===== src/rtl/jk_pkg.sv =====
// Shared JK excitation encoding and helpers for the JK-cell counter family.
package jk_pkg;

  typedef enum logic [1:0] {
    JK_HOLD = 2'b00,
    JK_CLR  = 2'b01,
    JK_SET  = 2'b10,
    JK_TOG  = 2'b11
  } jk_op_t;

  // A differing bit toggles; a matching bit is re-asserted to its target level.
  function automatic jk_op_t jk_from_target(input logic cur, input logic nxt);
    if (cur != nxt) return JK_TOG;
    return nxt ? JK_SET : JK_CLR;
  endfunction

endpackage


===== src/rtl/jk_cell.sv =====
// One-bit JK storage element with asynchronous active-high reset to 0.
module jk_cell (
  input  logic clk,
  input  logic rst,
  input  logic j,
  input  logic k,
  output logic q,
  output logic qn
);

  always_ff @(posedge clk or posedge rst) begin
    if (rst) begin
      q <= 1'b0;
    end else begin
      unique case ({j, k})
        2'b00:   q <= q;
        2'b01:   q <= 1'b0;
        2'b10:   q <= 1'b1;
        default: q <= ~q;
      endcase
    end
  end

  assign qn = ~q;

endmodule


===== src/rtl/jk_updown_counter.sv =====
// Up/down counter with parallel load built from JK cells; sticky wrap flag.
// Define JK_CNT_MODULO_EN to make the counter wrap modulo MODULUS.
module jk_updown_counter
  import jk_pkg::*;
#(
  parameter int unsigned WIDTH   = 4,
  parameter int unsigned MODULUS = 10
) (
  input  logic             clk,
  input  logic             rst,
  input  logic             en,
  input  logic             up,
  input  logic             load,
  input  logic [WIDTH-1:0] din,
  input  logic             clr_ovf,
  output logic [WIDTH-1:0] q,
  output logic             tc,
  output logic             ovf
);

  if (WIDTH < 2 || MODULUS < 2 || MODULUS > (2 ** WIDTH)) begin : g_param_check
    $error("jk_updown_counter: WIDTH must be >= 2 and 2 <= MODULUS <= 2**WIDTH");
  end

`ifdef JK_CNT_MODULO_EN
  localparam logic [WIDTH-1:0] MAX_VAL = WIDTH'(MODULUS - 1);
`else
  localparam logic [WIDTH-1:0] MAX_VAL = '1;
`endif

  logic [WIDTH-1:0] qn;
  logic [WIDTH-1:0] j;
  logic [WIDTH-1:0] k;
  jk_op_t           ops [WIDTH];
  logic             at_top;
  logic             at_zero;

  assign at_top  = (q == MAX_VAL);
  assign at_zero = (q == '0);
  assign tc      = en & ~load & (up ? at_top : at_zero);

  // ones/zeros carry "all lower bits are 1/0" up the chain, replacing &q[i-1:0].
  always_comb begin : excitation
    logic ones;
    logic zeros;
    ones  = 1'b1;
    zeros = 1'b1;
    for (int unsigned i = 0; i < WIDTH; i++) begin
      ops[i] = JK_HOLD;
      if (load) begin
        ops[i] = din[i] ? JK_SET : JK_CLR;
      end else if (en) begin
`ifdef JK_CNT_MODULO_EN
        if (up && (q >= MAX_VAL)) ops[i] = JK_CLR;
        else if (!up && at_zero) ops[i] = jk_from_target(q[i], MAX_VAL[i]);
        else
`endif
        if (up ? ones : zeros) ops[i] = JK_TOG;
      end
      ones  = ones & q[i];
      zeros = zeros & qn[i];
    end
  end

  for (genvar g = 0; g < WIDTH; g++) begin : g_bit
    assign j[g] = ops[g][1];
    assign k[g] = ops[g][0];
    jk_cell u_cell (
      .clk (clk),
      .rst (rst),
      .j   (j[g]),
      .k   (k[g]),
      .q   (q[g]),
      .qn  (qn[g])
    );
  end

  // Set has priority over clear when both land on the same edge.
  always_ff @(posedge clk or posedge rst) begin
    if (rst)          ovf <= 1'b0;
    else if (tc)      ovf <= 1'b1;
    else if (clr_ovf) ovf <= 1'b0;
  end

endmodule

===== config.mk =====
export PLATFORM = sky130hd
export DESIGN_NAME = jk_updown_counter
export DESIGN_NICKNAME = d
export VERILOG_FILES = /design/src/rtl/jk_pkg.sv /design/src/rtl/jk_cell.sv /design/src/rtl/jk_updown_counter.sv
export SDC_FILE = /design/constraint.sdc
export NUM_CORES = 1
export LEC_CHECK = 0
export BUFFER_PORTS_ARGS = -buffer_cell sky130_fd_sc_hd__buf_2
export CORE_AREA = 2 2 43 45
export CTS_CLUSTER_SIZE = 28
export DETAILED_ROUTE_END_ITERATION = 7
export DIE_AREA = 0 0 45 47
export PLACE_DENSITY_LB_ADDON = 0.2
export SLEW_MARGIN = 15
export SYNTH_ARGS = -nofsm -noshare
export SYNTH_HDL_FRONTEND = slang
export SYNTH_HIERARCHICAL = 1
export SYNTH_SLANG_ARGS = --single-unit
export TNS_END_PERCENT = 1

===== constraint.sdc =====
create_clock -name clk -period 4.9 [get_ports clk]
set_input_delay 0.98 -clock clk [delete_from_list [all_inputs] [get_ports clk]]
set_output_delay 0.98 -clock clk [all_outputs]
set_load 0.03 [all_outputs]

==> reports/qor.yml, run 1 <==
critical_path:
  path_max_fanout: 6
  required_ns: 3.92
  crit_type: "input pin to primary output"
  reg2reg_slack_ns: 3.13
  startpoint_type: "input pin"
  crit_arrival_ns: 2.13
  cp-end-kind: "primary output"
yosys:
  synth_top_area_share_pct: 23.3
  synth_area_leaders: "dfrtp_1 (23%), ha_1 (19%), inv_1 (13%), nor3b_1 (11%), a211oi_1 (5.6%)"
  synthFlopType: "dfrtp_1"
  synthArstFlopShare_pct: 100
  yosysSeqAreaShare_pct: 23.3
  ys_ff_latch: 5
  post_synth.cell_area_avg_um2: 7.91
  yosys.area.top_type: "dfrtp_1"
  synth.distinct_cells: 19
  synth_edf_count: 0
  yosys_warnings: 6
  syn-num-nets: 86
  syn_inst: 68
  syn_area_um2: 538
sta:
  report.final.slew_viol_count: 0
  finalHoldViolCount: 0
  min_period_over_period_pct: 63.5
  rsz0062_at_grt: "false"
  slew_headroom_pct: 81.0
  worst_pin_slew_ns: 0.285
  finClkSkew_ns: 0.00160
  timing.hold.ws_ns: 0.549
  fmax_mhz: 321
  setup_violations: 0
  period_minus_slack_ns: 3.11
  finalSetupTns_ns: 0
  fin_ws_ns: 1.79
clock_tree:
  h-tree-depth: 1
  tritoncts: "yes"
  cts_buffer_depth: 2
  cts_root_buf: "clkbuf_4"
  cts_resized: 0
  clk_pin_slew_ns: 0.04
  clock_latency_ns: 0.24
  clock-sinks: 5
  cts_hold_buf: 0
  post-cts-setup-buffers: 0
  cts_buffers: 3
die:
  core_area_mm2: 0.00165
  io_pins: 16
  die-area_mm2: 0.00212
  die_w_um: 45
  start_util_pct: 32.6
  dieHeight_um: 47
  rows: 15
finish:
  final_cell_mix: "inv_1 (19), buf_2 (15), nand2_1 (8), nor3b_1 (8), ha_1 (8)"
  final_util_pct: 40.0
  area_growth_pct: 22.8
  fillers: 182
  nets: 106
  stdcell_area_um2: 661
  instances_no_fill: 104
  drive_above_1_share_pct: 24.1
  final_common_cell: "inv_1"
  diodes: 0
route:
  dr.pass1.iters: 4
  drt_iter0_drc: 6
  drc_errors: 0
  wirelength_um: 1020
  wl_per_cell_um: 9.85
  drt-vias-per-instance: 4.82
  route.antenna.remaining_nets: 0
  vias: 501
grt:
  grt_max_degree: 8
  grt_pass1_vias: 406
  antenna_found_initial: 0
  gr-usage-met1_pct: 13.4
  grt_pass1_wl_um: 1620
  met2_usage_pct: 16.9
  grtUsageTotal_pct: 10.8
  grt-busiest-layer: "met2"
  grt_overflow: 0
  met3_usage_pct: 0
placement:
  place.gp.congestion: 0.708
  portBuffers: 15
  placed_cell_area_um2: 634
  dp_worst_setup_slack_ns: 1.79
  dp_cells: 100
  hpwl_um: 873
power_and_ir_drop:
  power_density_mw_per_mm2: 378
  leakage_nw: 0.364
  vdd_ir_drop_max_v: 0.000120
  power_uw: 250
outcome:
  outcome: "completed"
job:
  cap_viol_max_count: 0
hold_path:
  hold_class: "flop to flop"
synthesized netlist by cell type, types with 2 or more instances:
master,count
o21ai_0,2
inv_1,19
nor3b_1,8
nand2b_1,2
ha_1,8
dfrtp_1,5
nand2_1,8
a211o_1,2
a211oi_1,4
flip-flops by register name, indices dropped and copies added (netlist names):
| signal | flops |
|---|---|
| g_bit.u_cell/q | 4 |
| ovf | 1 |
logic make-up (layout without fill, tap and decap cells):
family | Yosys count | count (layout) | share of synthesized area (%)
buf+inv | 19 | 38 | 13.3
flops | 5 | 5 | 23.3
compound gates | 13 | 13 | 17.4
mux | 2 | 2 | 4.65
simple gates | 21 | 21 | 22.8
fa+ha+maj | 8 | 8 | 18.6
final cells by class:
| cell class | instances | area (um2) | area share [%] |
|---|---|---|---|
| multi-input cells | 44 | 342 | 51.7 |
| clock buffers | 4 | 26.3 | 3.98 |
| flip-flops and latches | 5 | 125 | 18.9 |
| inverters | 19 | 71.3 | 10.8 |
| well taps | 17 | 21.3 | 3.22 |
| repair buffers | 15 | 75.1 | 11.4 |
layer usage:
layer  routed length [um]  vias to the layer above
li1                     -                      264
met1                  492                      224
met2                  482                       13
met3                   48                        0
met4                    0                        0
met5                    0                        -
final timing paths:
check	startpoint	depth (start not counted)	to
setup / recovery	up	5	tc
hold / removal	ovf	2	ovf
setup reg to reg	g_bit[0].u_cell/q	8	g_bit[2].u_cell/q
hold reg to reg	ovf	2	ovf
max in group asynchronous	rst	2	g_bit[3].u_cell/q
min in group asynchronous	rst	2	g_bit[2].u_cell/q
power by group:
part	switching [mW]	internal, mW	leakage (nW)
clock	0.0167	0.0308	0.0150
sequential	0.0192	0.0566	0.0599
combinational	0.0766	0.0499	0.289
worst max-delay path, stage by stage:
cell	delay, ns
buf_2	0.14
or4_1	0.46
mux2_4	0.29
nor2_2	0.07
buf_2	0.19
Note: power is estimated with default switching activity, not from simulation.
==> run 2: changes to the inputs <==
==> constraint.sdc (replaced) <==
create_clock -name clk -period 2.6 [get_ports clk]
set_input_delay 0.52 -clock clk [delete_from_list [all_inputs] [get_ports clk]]
set_output_delay 0.52 -clock clk [all_outputs]
set_load 0.03 [all_outputs]
==> reports/qor.yml, run 2 (same netlist as run 1, synthesis figures left out) <==
critical_path:
  cp-end-kind: "primary output"
  startpoint_type: "flop"
  crit_path_top_delay_cell: "or4_1"
  path_cells: "or4_1 -> mux2_4 -> nor2_2 -> buf_2"
  worst_path_largest_cell_delay_ns: 0.53
  required_ns: 2.08
  crit_buf_inv: 1
  crit_type: "flop to primary output"
  crit_arrival_ns: 1.74
  path_max_fanout: 6
  crit_family: "simple AND/OR/NAND/NOR gates"
sta:
  rsz0062_at_grt: "false"
  fmax_mhz: 442
  setup_violations: 0
  worst_pin_slew_ns: 0.298
  report.final.slew_viol_count: 0
  finalSetupTns_ns: 0
  finClkSkew_ns: 0.000509
  period_minus_slack_ns: 2.26
  slew_headroom_pct: 80.1
  fin_ws_ns: 0.337
  finalHoldViolCount: 0
  min_period_over_period_pct: 87.0
die:
  io_pins: 16
  dieHeight_um: 47
  start_util_pct: 32.6
  die-area_mm2: 0.00212
  rows: 15
  die_w_um: 45
  core_area_mm2: 0.00165
route:
  vias: 509
  dr_wl_met3_um: 55
  route.antenna.remaining_nets: 0
  drt_iter0_drc: 8
  drt-vias-per-instance: 4.89
  drc_errors: 0
  wl_met2_um: 501
  dr.pass1.iters: 4
  top_layer: "met3"
  wirelength_um: 1060
  wl_per_cell_um: 10.2
  met1_length_um: 503
grt:
  grt_pass1_vias: 467
  grt_overflow: 0
  grtUsageTotal_pct: 11.6
  antenna_found_initial: 0
  grt_max_degree: 8
  grt_pass1_wl_um: 1810
clock_tree:
  clock_latency_ns: 0.23
  tritoncts: "yes"
  clock-sinks: 5
  post-cts-setup-buffers: 0
  h-tree-depth: 1
  clk_pin_slew_ns: 0.04
  cts_root_buf: "clkbuf_4"
  cts_resized: 0
  cts_buffers: 3
  cts_hold_buf: 0
  cts_buffer_depth: 2
finish:
  fillers: 183
  area_growth_pct: 22.8
  largest_reg_flops: 4
  diodes: 0
  reg_top3: "g_bit.u_cell/q: 4 flops, ovf: 1 flops"
  drive_above_1_share_pct: 24.1
  final_common_cell: "inv_1"
  stdcell_area_um2: 661
  final_cell_mix: "inv_1 (19), buf_2 (15), nand2_1 (8), nor3b_1 (8), ha_1 (8)"
  nets: 106
  top_register: "g_bit.u_cell/q"
power_and_ir_drop:
  power_density_mw_per_mm2: 717
  vdd_ir_drop_max_v: 0.000194
  p_sw_uw: 215
  leakage_nw: 0.364
  p_clk_share_pct: 18.6
  seq_power_share_pct: 30.7
  switching_share_pct: 45.3
  p_int_uw: 259
  p_comb_share_pct: 50.7
  power_uw: 474
placement:
  hpwl_um: 912
  dp_worst_setup_slack_ns: 0.406
  portBuffers: 15
  place.gp.congestion: 0.730
  placed_cell_area_um2: 634
outcome:
  outcome: "completed"
job:
  cap_viol_max_count: 0
hold_path:
  hold_class: "input pin to asynchronous set/reset pin"
-- run 2: cell type report --
class | instances | area, um2 | area share (%)
repair buffers | 15 | 75.1 | 11.4
flip-flops and latches | 5 | 125 | 18.9
inverters | 19 | 71.3 | 10.8
well taps | 17 | 21.3 | 3.22
clock buffers | 4 | 26.3 | 3.98
multi-input cells | 44 | 342 | 51.7
-- run 2: power groups by stage --
stage,registers [mW],clock network (mW),logic [mW]
after floorplan,0.195,0,0.123
after global placement,0.144,0,0.237
after detailed placement,0.147,0,0.243
after CTS,0.146,0.0917,0.243
after global routing,0.149,0.0932,0.268
final,0.145,0.0881,0.240
-- run 2: final timing paths --
kind,start,endpoint,slack [ns],cells after the start
max,g_bit[1].u_cell/q,tc,0.34,4
min,rst,g_bit[2].u_cell/q,0.16,2
max reg2reg,g_bit[0].u_cell/q,g_bit[2].u_cell/q,0.81,8
min reg2reg,ovf,ovf,0.56,2
max in group asynchronous,rst,g_bit[3].u_cell/q,2.35,2
min in group clk,clr_ovf,ovf,0.48,2
-- run 2: through the flow --
stage          utilization, %  hold WS (ns)  std cells
5_1_grt                  40.0         0.164        104
3_3_place_gp             38.4         0.403        100
6_report                 40.0         0.156        104
4_1_cts                  40.0         0.155        104
3_5_place_dp             38.4         0.406        100
2_1_floorplan               -         0.249         68
-- run 2: per-layer routing --
metal,vias up,track usage [%]
met3,0,1.15
met5,-,0
met2,15,21.7
li1,264,-
met4,0,5.29
met1,230,13.3
==> run 3: changes to the inputs <==
--- a/config.mk
+++ b/config.mk
@@ -11,6 +11,7 @@
 export DETAILED_ROUTE_END_ITERATION = 7
 export DIE_AREA = 0 0 45 47
 export PLACE_DENSITY_LB_ADDON = 0.2
+export RECOVER_POWER = 100
 export SLEW_MARGIN = 15
 export SYNTH_ARGS = -nofsm -noshare
 export SYNTH_HDL_FRONTEND = slang
==> reports/qor.yml, run 3 (same netlist as run 1, synthesis figures left out) <==
outcome:
  outcome: "completed"
critical_path:
  required_ns: 2.08
  reg2regPathDepth: 8
  path_cells: "or4_1 -> mux2_1 -> nor2_2 -> buf_2"
  path_max_fanout: 6
  reg2reg_from: "g_bit[0].u_cell/q"
  reg2reg_slack_ns: 0.80
  crit_arrival_ns: 1.79
  worst_path_largest_cell_delay_ns: 0.52
  crit_family: "simple AND/OR/NAND/NOR gates"
  cp-end-kind: "primary output"
  crit_path_top_delay_cell: "or4_1"
  startpoint_type: "flop"
  crit_type: "flop to primary output"
  timing.rr.end: "g_bit[2].u_cell/q"
  crit_buf_inv: 1
route:
  drt_iter0_drc: 8
  dr.pass1.iters: 4
  vias: 509
  route.antenna.remaining_nets: 0
  wirelength_um: 1070
  wl_per_cell_um: 10.3
  drc_errors: 0
  drt-vias-per-instance: 4.89
sta:
  finalHoldViolCount: 0
  worst_pin_slew_ns: 0.366
  min_period_over_period_pct: 88.9
  slew_headroom_pct: 75.7
  rsz0062_at_grt: "false"
  setup_violations: 0
  report.final.slew_viol_count: 0
  finClkSkew_ns: 0.000509
  period_minus_slack_ns: 2.31
  fmax_mhz: 432
  timing.hold.ws_ns: 0.174
  finalSetupTns_ns: 0
clock_tree:
  cts_buffer_depth: 2
  clock-sinks: 5
  cts_buffers: 3
  cts_root_buf: "clkbuf_4"
  h-tree-depth: 1
  clock_latency_ns: 0.23
  cts_resized: 0
  clk_pin_slew_ns: 0.04
  tritoncts: "yes"
  post-cts-setup-buffers: 0
  cts_hold_buf: 0
finish:
  nets: 106
  diodes: 0
  drive_above_1_share_pct: 14.9
  multiInputGateArea_um2: 338
  seq_area_um2: 125
  fillers: 190
  final_common_cell: "inv_1"
  top_register: "g_bit.u_cell/q"
  final_util_pct: 39.2
  area_growth_pct: 20.5
  largest_reg_flops: 4
  reg_top3: "g_bit.u_cell/q: 4 flops, ovf: 1 flops"
grt:
  grt_max_degree: 8
  grt_pass1_wl_um: 1810
  grt_pass1_vias: 467
  grt_overflow: 0
  antenna_found_initial: 0
  grtUsageTotal_pct: 11.6
die:
  io_pins: 16
  start_util_pct: 32.6
  core_area_mm2: 0.00165
  rows: 15
  die_w_um: 45
  die-area_mm2: 0.00212
  dieHeight_um: 47
power_and_ir_drop:
  p_int_uw: 247
  leakage_nw: 0.337
  switching_share_pct: 46.5
  vdd_ir_drop_max_v: 0.000186
  seq_power_share_pct: 31.5
  p_clk_share_pct: 19.1
  p_sw_uw: 215
  power_density_mw_per_mm2: 712
  p_comb_share_pct: 49.4
hold_path:
  hold_class: "input pin to asynchronous set/reset pin"
job:
  cap_viol_max_count: 0
placement:
  hpwl_um: 912
  portBuffers: 15
  place.gp.congestion: 0.730
==> run 3: stage by stage <==
step	total power, mW	worst slack [ns]	std cells	instance area, um2
after CTS	0.481	0.326	104	661
after floorplan	0.317	0.474	68	538
final	0.462	0.288	104	648
after global routing	0.498	0.230	104	648
after global placement	0.381	0.422	100	634
after detailed placement	0.390	0.406	100	634
==> run 3: worst max path at each step <==
| stage | startpoint | slack, ns | cells past startpoint | to |
|---|---|---|---|---|
| floorplan | g_bit[1].u_cell/q | 0.47 | 3 | tc |
| CTS | g_bit[0].u_cell/q | 0.33 | 4 | tc |
| global route | g_bit[0].u_cell/q | 0.23 | 4 | tc |
| global placement | up | 0.42 | 5 | tc |
| detailed placement | up | 0.41 | 5 | tc |
| finish | g_bit[1].u_cell/q | 0.29 | 4 | tc |
==> run 3: area by class of cell <==
class | instances | share of cell area (%)
tap | 17 | 3.28
inverter | 19 | 11.0
timing repair buffer | 15 | 10.2
sequential | 5 | 19.3
clock buffer | 4 | 4.05
multi-input combinational | 44 | 52.1
==> run 3: layer usage <==
layer | vias up | wire length (um) | global-route usage [%]
li1 | 263 | - | -
met1 | 226 | 493 | 13.3
met2 | 20 | 503 | 21.7
met3 | 0 | 73 | 1.15
met4 | 0 | 0 | 5.29
met5 | - | 0 | 0
==> run 3: power groups by stage <==
stage / clock network (mW) / logic, mW / registers (mW)
after floorplan: 0 / 0.123 / 0.195
after global placement: 0 / 0.237 / 0.144
after detailed placement: 0 / 0.243 / 0.147
after CTS: 0.0917 / 0.243 / 0.146
after global routing: 0.0932 / 0.256 / 0.149
final: 0.0882 / 0.228 / 0.145
